### config.mk
export PLATFORM = sky130hd
export DESIGN_NAME = sap_pc_ir_datapath
export DESIGN_NICKNAME = d
export VERILOG_FILES = /design/src/rtl/sap_pc_ir_datapath.sv
export SDC_FILE = /design/constraint.sdc
export NUM_CORES = 1
export LEC_CHECK = 0
export ABC_CLOCK_PERIOD_IN_PS = 2400
export CAP_MARGIN = 20
export CELL_PAD_IN_SITES_DETAIL_PLACEMENT = 0
export CELL_PAD_IN_SITES_GLOBAL_PLACEMENT = 1
export CORE_ASPECT_RATIO = 2
export CORE_MARGIN = 2
export CORE_UTILIZATION = 34
export CTS_BUF_LIST = sky130_fd_sc_hd__clkbuf_16
export DETAILED_ROUTE_END_ITERATION = 8
export HOLD_SLACK_MARGIN = 0.06
export PLACE_DENSITY = 0.93
export SYNTH_ARGS = -nofsm -noshare
export SYNTH_HDL_FRONTEND = slang
export SYNTH_SLANG_ARGS = --single-unit
### constraint.sdc
create_clock -name clk -period 2.4 [get_ports clk]
set_input_delay 0.36 -clock clk [delete_from_list [all_inputs] [get_ports clk]]
set_output_delay 0.36 -clock clk [all_outputs]
set_load 0.1 [all_outputs]
### src/rtl/sap_pc_ir_datapath.sv
// SAP-1 program counter, memory address register and instruction register.
// Drives the shared bus from PC or the IR operand nibble and returns the opcode to control.
module sap_pc_ir_datapath #(
  parameter int unsigned ADDR_W = 4,
  parameter int unsigned DATA_W = 8
) (
  input  logic              clk,
  input  logic              rst_n,
  input  logic              halt,
  input  logic              pc_inc,
  input  logic              pc_en,
  input  logic              pc_load,
  input  logic              mar_load_n,
  input  logic              ir_load_n,
  input  logic              ir_en_n,
  input  logic [DATA_W-1:0] bus_in,
  output logic [DATA_W-1:0] bus_out,
  output logic              bus_oe,
  output logic [3:0]        opcode,
  output logic [ADDR_W-1:0] mar_addr,
  output logic [ADDR_W-1:0] pc_value,
  output logic              pc_wrapped,
  output logic              bus_conflict
);

  localparam int unsigned OP_W = 4;

  logic [ADDR_W-1:0] pc_q, pc_d;
  logic [ADDR_W-1:0] mar_q, mar_d;
  logic [DATA_W-1:0] ir_q, ir_d;
  logic              wrapped_q, wrapped_d;
  logic              conflict_q, conflict_d;

  // Next-state: load beats increment; halt freezes every register including sticky flags.
  always_comb begin
    pc_d       = pc_q;
    mar_d      = mar_q;
    ir_d       = ir_q;
    wrapped_d  = wrapped_q;
    conflict_d = conflict_q;
    if (!halt) begin
      if (pc_load) begin
        pc_d = bus_in[ADDR_W-1:0];
      end else if (pc_inc) begin
        pc_d = pc_q + ADDR_W'(1);
        if (pc_q == {ADDR_W{1'b1}}) wrapped_d = 1'b1;
      end
      if (!mar_load_n) mar_d = bus_in[ADDR_W-1:0];
      if (!ir_load_n)  ir_d  = bus_in;
      if (pc_en && !ir_en_n) conflict_d = 1'b1;
    end
  end

  always_ff @(posedge clk or negedge rst_n) begin
    if (!rst_n) begin
      pc_q       <= '0;
      mar_q      <= '0;
      ir_q       <= '0;
      wrapped_q  <= 1'b0;
      conflict_q <= 1'b0;
    end else begin
      pc_q       <= pc_d;
      mar_q      <= mar_d;
      ir_q       <= ir_d;
      wrapped_q  <= wrapped_d;
      conflict_q <= conflict_d;
    end
  end

  // Bus drive: exactly one source drives; two requesters release the bus entirely.
  always_comb begin
    bus_oe  = 1'b0;
    bus_out = '0;
    if (!halt) begin
      if (pc_en && ir_en_n) begin
        bus_oe  = 1'b1;
        bus_out = DATA_W'(pc_q);
      end else if (!pc_en && !ir_en_n) begin
        bus_oe  = 1'b1;
        bus_out = DATA_W'(ir_q[OP_W-1:0]);
      end
    end
  end

  assign opcode       = ir_q[DATA_W-1 -: OP_W];
  assign mar_addr     = mar_q;
  assign pc_value     = pc_q;
  assign pc_wrapped   = wrapped_q;
  assign bus_conflict = conflict_q;

endmodule

==> results.toml <==
[setup_path]
r2r_cells = 4
cp_data_arrival_time_ps = 1740
regToRegEndpoint = "pc_value[2]"
crit_end = "bus_out[3]"
cp_cell_sequence = "clkdlybuf4s50_1, ha_1, nand3b_1, a21oi_2, buf_12"
worstPathMaxFanout = 8
startpoint = "pc_en"
reg2reg_from = "pc_value[0]"
cp-end-kind = "primary output"
startpoint_type = "primary input"
cpPeakStageDelay_ps = 460
worstSetupPathType = "primary input to primary output"
rrSetupSlack_ps = 1230
slowest_stage = "clkdlybuf4s50_1"
critPathRequiredTime_ps = 2040

[clocking]
path_clk_slew_ps = 50
ctsResizeCount = 0
clock_latency_ps = 250
cts_num_sinks = 18
post-cts-setup-buffer-count = 0
cts_buffer_depth = 2
ctsHoldBuffers = 0
cts_root_buf = "clkbuf_16"
cts_tree = "done"
numCtsBuffers = 3
htreeDepth = 1

[placement]
dpl_cell_area_um2 = 1370
place_congestion = 0.692
dp_hpwl_um = 1760
dp.cells = 146
portBuffers = 35

[run_status]
status = "completed"

[grt]
antenna_found_initial = 0
grt.total_usage = 0.140
grt_start_max_net_pins = 19
grt_pass1_vias = 738
grt-ovfl-total = 0
grt_pass1_wl_um = 3610

[pwr]
p_seq_frac = 0.303
powerDensity_nw_per_um2 = 903
p_clk_frac = 0.247
ir_drop_mv = 0.628
intPower_w = 0.000727
p_total_w = 0.00130
switchingPower_w = 0.000576
switching_share = 0.442
p_leak_nw = 0.630
combPwrFrac = 0.450

[synthesis]
ys_warn_count = 0
ys_seq_area_frac = 0.448
synth_xor_area_frac = 0
synth_top_family_by_area = "multiplexers"
synth_simple_gate_area_share = 0.143
synthMuxAreaShare = 0.144
syn_area_per_cell_um2 = 11.3
ys_seq_elements = 18
synth_compound_area_frac = 0.112
netlist_instances = 89
synth_cell_types = 25
synth_fa_ha_area_frac = 0.0498
synth_area_um2 = 1000

[timing]
tns_ps = 0
tightest_slew_ps = 827
final_max_slew_viol_count = 0
hold_violations = 0
finalCritPeriodShare = 0.875
slew-limit-headroom = 0.447
skew_ps = 2.30
min_period_ps = 2100
finalSetupViolCount = 0
timing.fmax_ghz = 0.476
rsz0062_at_grt = "no"

[cells_and_area]
multi_input_area_um2 = 497
fin_area_um2 = 1440
regArea_um2 = 450
layout_common_cells = "dfrtp_1 (18), clkdlybuf4s50_1 (16), buf_4 (15)"
areaGrowthSynthToFinish_pct = 43.6
diodes = 0
drive_above_1_share = 0.358
final_cell_count_no_fill = 149
final_common_cell = "dfrtp_1"
nets = 143
fillCellCount = 260

[route]
routed_wirelength_um = 2250
viasPerCell = 5.03
wire_per_inst_um = 15.1
vias = 749
ant_nets = 0
drtPass1Iterations = 4
drt_iter0_drc = 9
drc_errors = 0

[worst_hold_path]
hold_class = "flip-flop to flip-flop"

[die]
die_w_um = 42.4
row_count = 27
coreArea_um2 = 2770
die_area_um2 = 3430
fp.dieH_um = 80.9
io_pins = 40
start_util = 0.363

[job]
drv_cap = 0
==> power by group through the flow <==
stage	clock (W)	sequential, W	combinational [W]
3_3_place_gp	0	0.000398	0.000584
5_1_grt	0.000341	0.000402	0.000607
3_5_place_dp	0	0.000401	0.000589
6_report	0.000322	0.000395	0.000586
2_1_floorplan	0	0.000587	0.000270
4_1_cts	0.000327	0.000396	0.000590
==> metrics by stage <==
step | worst slack [ps] | hold WS [ps] | utilization
3_5_place_dp | 300 | 450 | 0.494
6_report | 299 | 461 | 0.521
3_3_place_gp | 348 | 444 | 0.494
2_1_floorplan | -23.6 | 64.4 | -
4_1_cts | 300 | 461 | 0.521
5_1_grt | 238 | 486 | 0.521
==> cells in the mapped netlist, drive strengths merged <==
library cell / n / share of area
o211a: 1 / 0.010
nand2: 5 / 0.019
a31o: 1 / 0.0087
inv: 3 / 0.011
dfrtp: 18 / 0.45
buf: 11 / 0.087
nand4b: 1 / 0.0087
a31oi: 1 / 0.0062
ha: 4 / 0.050
mux2: 12 / 0.13
a22oi: 3 / 0.022
conb: 1 / 0.0037
o21ai: 4 / 0.020
a211oi: 1 / 0.0075
a21o: 1 / 0.0075
nor4bb: 1 / 0.025
mux2i: 1 / 0.010
nor2: 8 / 0.049
a21oi: 6 / 0.030
nand3b: 4 / 0.030
nor2b: 2 / 0.012
==> cell type report <==
cell class,count,share of cell area
multi-input cells,60,0.344
flip-flops and latches,18,0.312
repair buffers,36,0.258
clock buffers,3,0.0520
well taps,29,0.0252
inverters,3,0.00781
==> worst max-delay path: cells and delay by family <==
| family | cells | cell delay (ps) |
|---|---|---|
| compound gates | 1 | 210 |
| simple gates | 1 | 210 |
| fa+ha+maj | 1 | 300 |
| buf+inv | 2 | 660 |
==> sequential cells by signal, summed over array words and instances (netlist names) <==
register	flops
mar_addr	4
pc_value	4
pc_wrapped	1
ir_q	8
bus_conflict	1
==> kinds of logic (layout without fill, tap and decap cells) <==
group	after synthesis	count (layout)
AOI/OAI and AO/OA	18	18
adders and majority gates	4	4
buffers and inverters	14	42
DFF	18	18
muxes	13	13
other	1	4
and+or+nand+nor	21	21
==> per-layer routing <==
metal | part of all wire | GRT usage
met2 | 0.58 | 0.255
met4 | 0.018 | 0.0656
met5 | 0 | 0
met1 | 0.36 | 0.151
met3 | 0.041 | 0.0267
==> how the worst min path moves through the flow <==
stage                     cells past startpoint  slack [ps]           end         start
after floorplan                               0          60  bus_conflict         rst_n
after global placement                        1         440  bus_conflict  bus_conflict
after detailed placement                      1         450  bus_conflict  bus_conflict
after CTS                                     1         460  bus_conflict  bus_conflict
after global routing                          1         490  bus_conflict  bus_conflict
final                                         1         460  bus_conflict  bus_conflict
Power figures use the tool's default switching activity.
